--- config.mk ---
export PLATFORM = sky130hd
export DESIGN_NAME = hazard_ctrl
export DESIGN_NICKNAME = d
export VERILOG_FILES = /design/src/rtl/hazard_ctrl.sv
export SDC_FILE = /design/constraint.sdc
export NUM_CORES = 1
export LEC_CHECK = 0
export ABC_AREA = 1
export ABC_CLOCK_PERIOD_IN_PS = 1200
export CAP_MARGIN = 20
export CORE_UTILIZATION = 34
export DETAILED_ROUTE_END_ITERATION = 16
export PLACE_DENSITY = 0.82
export SLEW_MARGIN = 10
export SYNTH_ARGS = -nofsm -noshare
export SYNTH_HDL_FRONTEND = slang
export SYNTH_SLANG_ARGS = --single-unit
--- constraint.sdc ---
create_clock -name clk -period 1.2 [get_ports clk]
set_input_delay 0.24 -clock clk [delete_from_list [all_inputs] [get_ports clk]]
set_output_delay 0.24 -clock clk [all_outputs]
set_load 0.02 [all_outputs]
--- src/rtl/hazard_ctrl.sv ---
// Pipeline sequencing controller: forwarding selects, load-use bubbles,
// wrong-path squash and multi-cycle data-memory hold for a 5-stage RISC-V core.
module hazard_ctrl #(
    parameter int REG_ADDR_WIDTH = 5,
    parameter int MEM_LAT        = 2,
    parameter int CNT_WIDTH      = 4
) (
    input  logic                      clk,
    input  logic                      rst_n,
    input  logic [REG_ADDR_WIDTH-1:0] rs1D_i,
    input  logic [REG_ADDR_WIDTH-1:0] rs2D_i,
    input  logic [REG_ADDR_WIDTH-1:0] rs1E_i,
    input  logic [REG_ADDR_WIDTH-1:0] rs2E_i,
    input  logic [REG_ADDR_WIDTH-1:0] rdE_i,
    input  logic [REG_ADDR_WIDTH-1:0] rdM_i,
    input  logic [REG_ADDR_WIDTH-1:0] rdW_i,
    input  logic                      regWriteM_i,
    input  logic                      regWriteW_i,
    input  logic                      resultSrcE_i,
    input  logic                      memAccessM_i,
    input  logic                      pcSrcE_i,
    output logic                      stallF_o,
    output logic                      stallD_o,
    output logic                      stallE_o,
    output logic                      stallM_o,
    output logic                      flushD_o,
    output logic                      flushE_o,
    output logic [1:0]                forwardAE_o,
    output logic [1:0]                forwardBE_o
);

    typedef enum logic [1:0] {
        IDLE     = 2'd0,
        MEM_WAIT = 2'd1,
        RELEASE  = 2'd2
    } state_t;

    localparam logic                 MULTI_CYCLE = (MEM_LAT > 1);
    localparam logic [CNT_WIDTH-1:0] CNT_LOAD    = (MEM_LAT > 2) ? CNT_WIDTH'(MEM_LAT - 2) : '0;
    localparam logic [CNT_WIDTH-1:0] CNT_ONE     = CNT_WIDTH'(1);

    state_t               state_q;
    logic [CNT_WIDTH-1:0] cnt_q;
    logic                 mem_stall;
    logic                 load_use;
    logic [1:0]           fwd_a;
    logic [1:0]           fwd_b;

    // The IDLE cycle that sees the access already stalls, so MEM_WAIT covers
    // the remaining MEM_LAT-1 cycles and RELEASE lets M advance.
    always_ff @(posedge clk or negedge rst_n) begin
        if (!rst_n) begin
            state_q <= IDLE;
            cnt_q   <= '0;
        end else begin
            case (state_q)
                IDLE: begin
                    if (memAccessM_i && MULTI_CYCLE) begin
                        state_q <= MEM_WAIT;
                        cnt_q   <= CNT_LOAD;
                    end
                end
                MEM_WAIT: begin
                    if (cnt_q == '0) begin
                        state_q <= RELEASE;
                    end else begin
                        cnt_q <= cnt_q - CNT_ONE;
                    end
                end
                RELEASE: state_q <= IDLE;
                default: state_q <= IDLE;
            endcase
        end
    end

    function automatic logic [1:0] fwd_sel(
        input logic [REG_ADDR_WIDTH-1:0] rs,
        input logic [REG_ADDR_WIDTH-1:0] rd_m,
        input logic                      we_m,
        input logic [REG_ADDR_WIDTH-1:0] rd_w,
        input logic                      we_w
    );
        if (we_m && (rd_m != '0) && (rd_m == rs)) begin
            return 2'b10;
        end else if (we_w && (rd_w != '0) && (rd_w == rs)) begin
            return 2'b01;
        end
        return 2'b00;
    endfunction

    always_comb begin
        mem_stall = ((state_q == IDLE) && memAccessM_i && MULTI_CYCLE) || (state_q == MEM_WAIT);
        load_use  = resultSrcE_i && (rdE_i != '0) && ((rdE_i == rs1D_i) || (rdE_i == rs2D_i));
        fwd_a     = fwd_sel(rs1E_i, rdM_i, regWriteM_i, rdW_i, regWriteW_i);
        fwd_b     = fwd_sel(rs2E_i, rdM_i, regWriteM_i, rdW_i, regWriteW_i);
    end

    // Priority: memory hold, then taken-branch squash, then load-use bubble.
    // Everything is gated by rst_n so outputs drop the moment reset asserts.
    always_comb begin
        stallF_o    = 1'b0;
        stallD_o    = 1'b0;
        stallE_o    = 1'b0;
        stallM_o    = 1'b0;
        flushD_o    = 1'b0;
        flushE_o    = 1'b0;
        forwardAE_o = 2'b00;
        forwardBE_o = 2'b00;
        if (rst_n) begin
            forwardAE_o = fwd_a;
            forwardBE_o = fwd_b;
            if (mem_stall) begin
                stallF_o = 1'b1;
                stallD_o = 1'b1;
                stallE_o = 1'b1;
                stallM_o = 1'b1;
            end else if (pcSrcE_i) begin
                flushD_o = 1'b1;
                flushE_o = 1'b1;
            end else if (load_use) begin
                stallF_o = 1'b1;
                stallD_o = 1'b1;
                flushE_o = 1'b1;
            end
        end
    end

endmodule

==> results of run 1 <==
cells by family after synthesis:
family          count (synthesis)  share of synthesized area [%]
buf+inv                        31                           14.2
xor+xnor                       20                           20.1
fa+ha+maj                       1                           1.44
flops                           6                           17.2
compound gates                 10                           6.18
simple gates                   79                           40.8
layer usage:
layer  vias up  share of wire (%)  GRT usage (%)
met3         8                5.5           4.06
met2        48                 57           48.5
li1        583                  -              -
met4         0                1.9           8.77
met1       518                 35           18.4
met5         -                  0              0
worst reg2reg max path, cell delays in order (launching register included):
cell     delay, ns
dfrtp_1       0.37
inv_2         0.06
ha_4          0.16
nand3_4       0.07
nand3_4       0.08
buf_6         0.14
nor3_2        0.14
nor3_1        0.07
where the power goes:
group / internal [W] / switching, W
clock network: 0.000114 / 0.0000844
registers: 0.000300 / 0.0000570
logic: 0.000899 / 0.000872
state kept, by name, summed over array words and instances (netlist names):
signal and count:
cnt_q 4, state_q 2
layout by cell type (no fill, tap or decap), types with 2 or more instances in the layout:
master,instances
buf_2,11
buf_4,18
buf_6,19
buf_8,4
clkbuf_4,3
clkdlybuf4s15_1,2
clkdlybuf4s15_2,6
clkdlybuf4s50_1,2
dfrtp_1,6
dlygate4sd2_1,5
inv_1,19
inv_2,10
nand2_1,30
nand2_2,4
nand2_4,2
nand3_1,5
nand3_2,4
nand3_4,2
nor2_1,16
nor2_2,3
nor2_4,4
nor2b_4,2
nor3_1,2
nor3_2,3
o21ai_1,5
xnor2_1,4
xor2_1,12
xor2_2,2
metrics by stage:
stage | utilization (%) | instances
after floorplan | - | 147
after global placement | 66.6 | 237
after detailed placement | 66.6 | 237
after CTS | 70.4 | 243
after global routing | 74.9 | 244
final | 74.9 | 244
worst max path at each step:
stage | from | slack [ns] | endpoint | cells after the start
global placement | rdE_i[4] | -1.07 | stallF_o | 10
global route | state_q[0]$_DFFE_PN0P_ | -0.36 | stallD_o | 7
finish | state_q[0]$_DFFE_PN0P_ | -0.31 | stallF_o | 7
detailed placement | rdE_i[4] | -1.10 | stallF_o | 10
floorplan | state_q[0]$_DFFE_PN0P_ | -0.26 | stallF_o | 7
CTS | state_q[0]$_DFFE_PN0P_ | -0.30 | stallF_o | 7
cell type report:
type | instances | area share [%]
repair buffers | 68 | 35.8
well taps | 28 | 2.02
multi-input cells | 110 | 46.0
clock buffers | 3 | 1.30
inverters | 29 | 6.27
flip-flops and latches | 6 | 8.65
repair_timing:
action	in CTS	in global routing
resized for setup	232	29
setup buffers	4	1
endpoints found under the setup margin	14	14
hold buffers	0	0
pin swaps	50	18
==> run summary, run 1 <==
Slew Limit Fails: 0
chip width: 52.6 um
Worst Setup Slack, final: -0.308 ns
failing checks: setup timing
ANT nets after route: 0
FMAX: 663 MHz
Synth top area share: 17.2%
Post-Syn Nets: 190
Power Dens Cells: 1340 nW/um^2
Yosys top cell by area: dfrtp_1
CP top delay family: flip-flops
CTS sink count: 6
cells after synthesis: 147
RSZ-0062 raised after global routing: true
# diodes: 0
first-iteration detailed-routing DRC count: 3
Avg Vias per Cell: 4.74
GP Congestion: 0.821
CP Class: reg2out
first-pass GRT wire length: 4440 um
Final Net Count: 261
IO buf count: 51
die area: 2770 sq um
I/O pin cnt: 52
Total Routed Length: 2960 um
Initial DRT Pass Iterations: 4
Async S/R FF share, synth: 100%
fin crit share: 126%
clock root buffer: clkbuf_4
filler instances: 183
Placed Area: 1540 sq um
Worst Setup Start Kind: register
RR Endpoint: cnt_q[3]$_DFFE_PN0P_
gr usage total: 22.2%
Reg2Reg Depth: 7
share of cells above drive strength 1: 48.6%
Required @ worst endpoint: 0.96 ns
Arrival @ worst endpoint: 1.27 ns
footprint of the multi-input gates: 798 sq um
outcome: finished with violations
Period minus WS final: 1.51 ns
Seq/Total Area, Yosys: 17.2%
CTS Buf Count: 3
Leakage: 0.911 nW
Ys Warns: 0
Max VDD drop: 1.08 mV
core area: 2320 sq um
Placement Setup Slack: -1.10 ns
htree depth: 1
Buf+Inv Stages, Crit Path: 3
Starting Density: 37.6%
final hold vios: 0
Post-synth EDFFs: 0
Final Hold Slack: 0.146 ns
Pwr Total: 0.00233 W
antenna violations before repair: 0
Worst-Margin Slew: 0.262 ns
register area: 150 sq um
CP max FO: 3
cell chain of the critical path: inv_2, nand3_2, nand2_2, inv_2, nor2_4, o21bai_4, buf_6
Row Count: 17
clk buf depth: 2
Reg clk slew, reported paths: 0.05 ns
CP endpoint kind: primary output
wire length per cell: 12.1 um
slowest CP cell: dfrtp_1
CP peak stage delay: 0.39 ns
r2r startpoint: cnt_q[0]$_DFFE_PN0P_
worst rel slew slack: 82.4%
Die H: 52.6 um
Synth cell types: 20
clock latency at the later pin of the worst-skew pair: 0.26 ns
vias in the first global route: 1178
top cells by area, synth: dfrtp_1, nand2_1, xor2_1
Post-Syn Area: 871 sq um
# DRC: 0
total global routing overflow: 0
most frequent cells after synthesis: nand2_1, inv_1, nor2_1
via count: 1157
flop-to-flop setup slack: -0.02 ns
Setup-failing EPs final: 11
most frequent cell after synthesis: nand2_1
TNS Setup: -2.29 ns
CTS tree: yes
max cap viols: 0
#FFs+latches synth: 6
clk_skew: 0.00444 ns
Worst path most repeated cell: inv_2
dominant synthesized flop cell: dfrtp_1
Layout area overhead: 99.3%
design area: 1740 sq um
hpwl dp: 2250 um
HP Class: in2async
Syn Area/Cell: 5.92 sq um
largest net degree at the start of global routing: 7
No activity file was read; power rests on OpenSTA's default activity.
==> run 2: changes to the inputs <==
GPL_ROUTABILITY_DRIVEN = 1   (was default)
==> results of run 2 <==
Same layout as run 1: the final DEF is identical, and so are final timing and power.
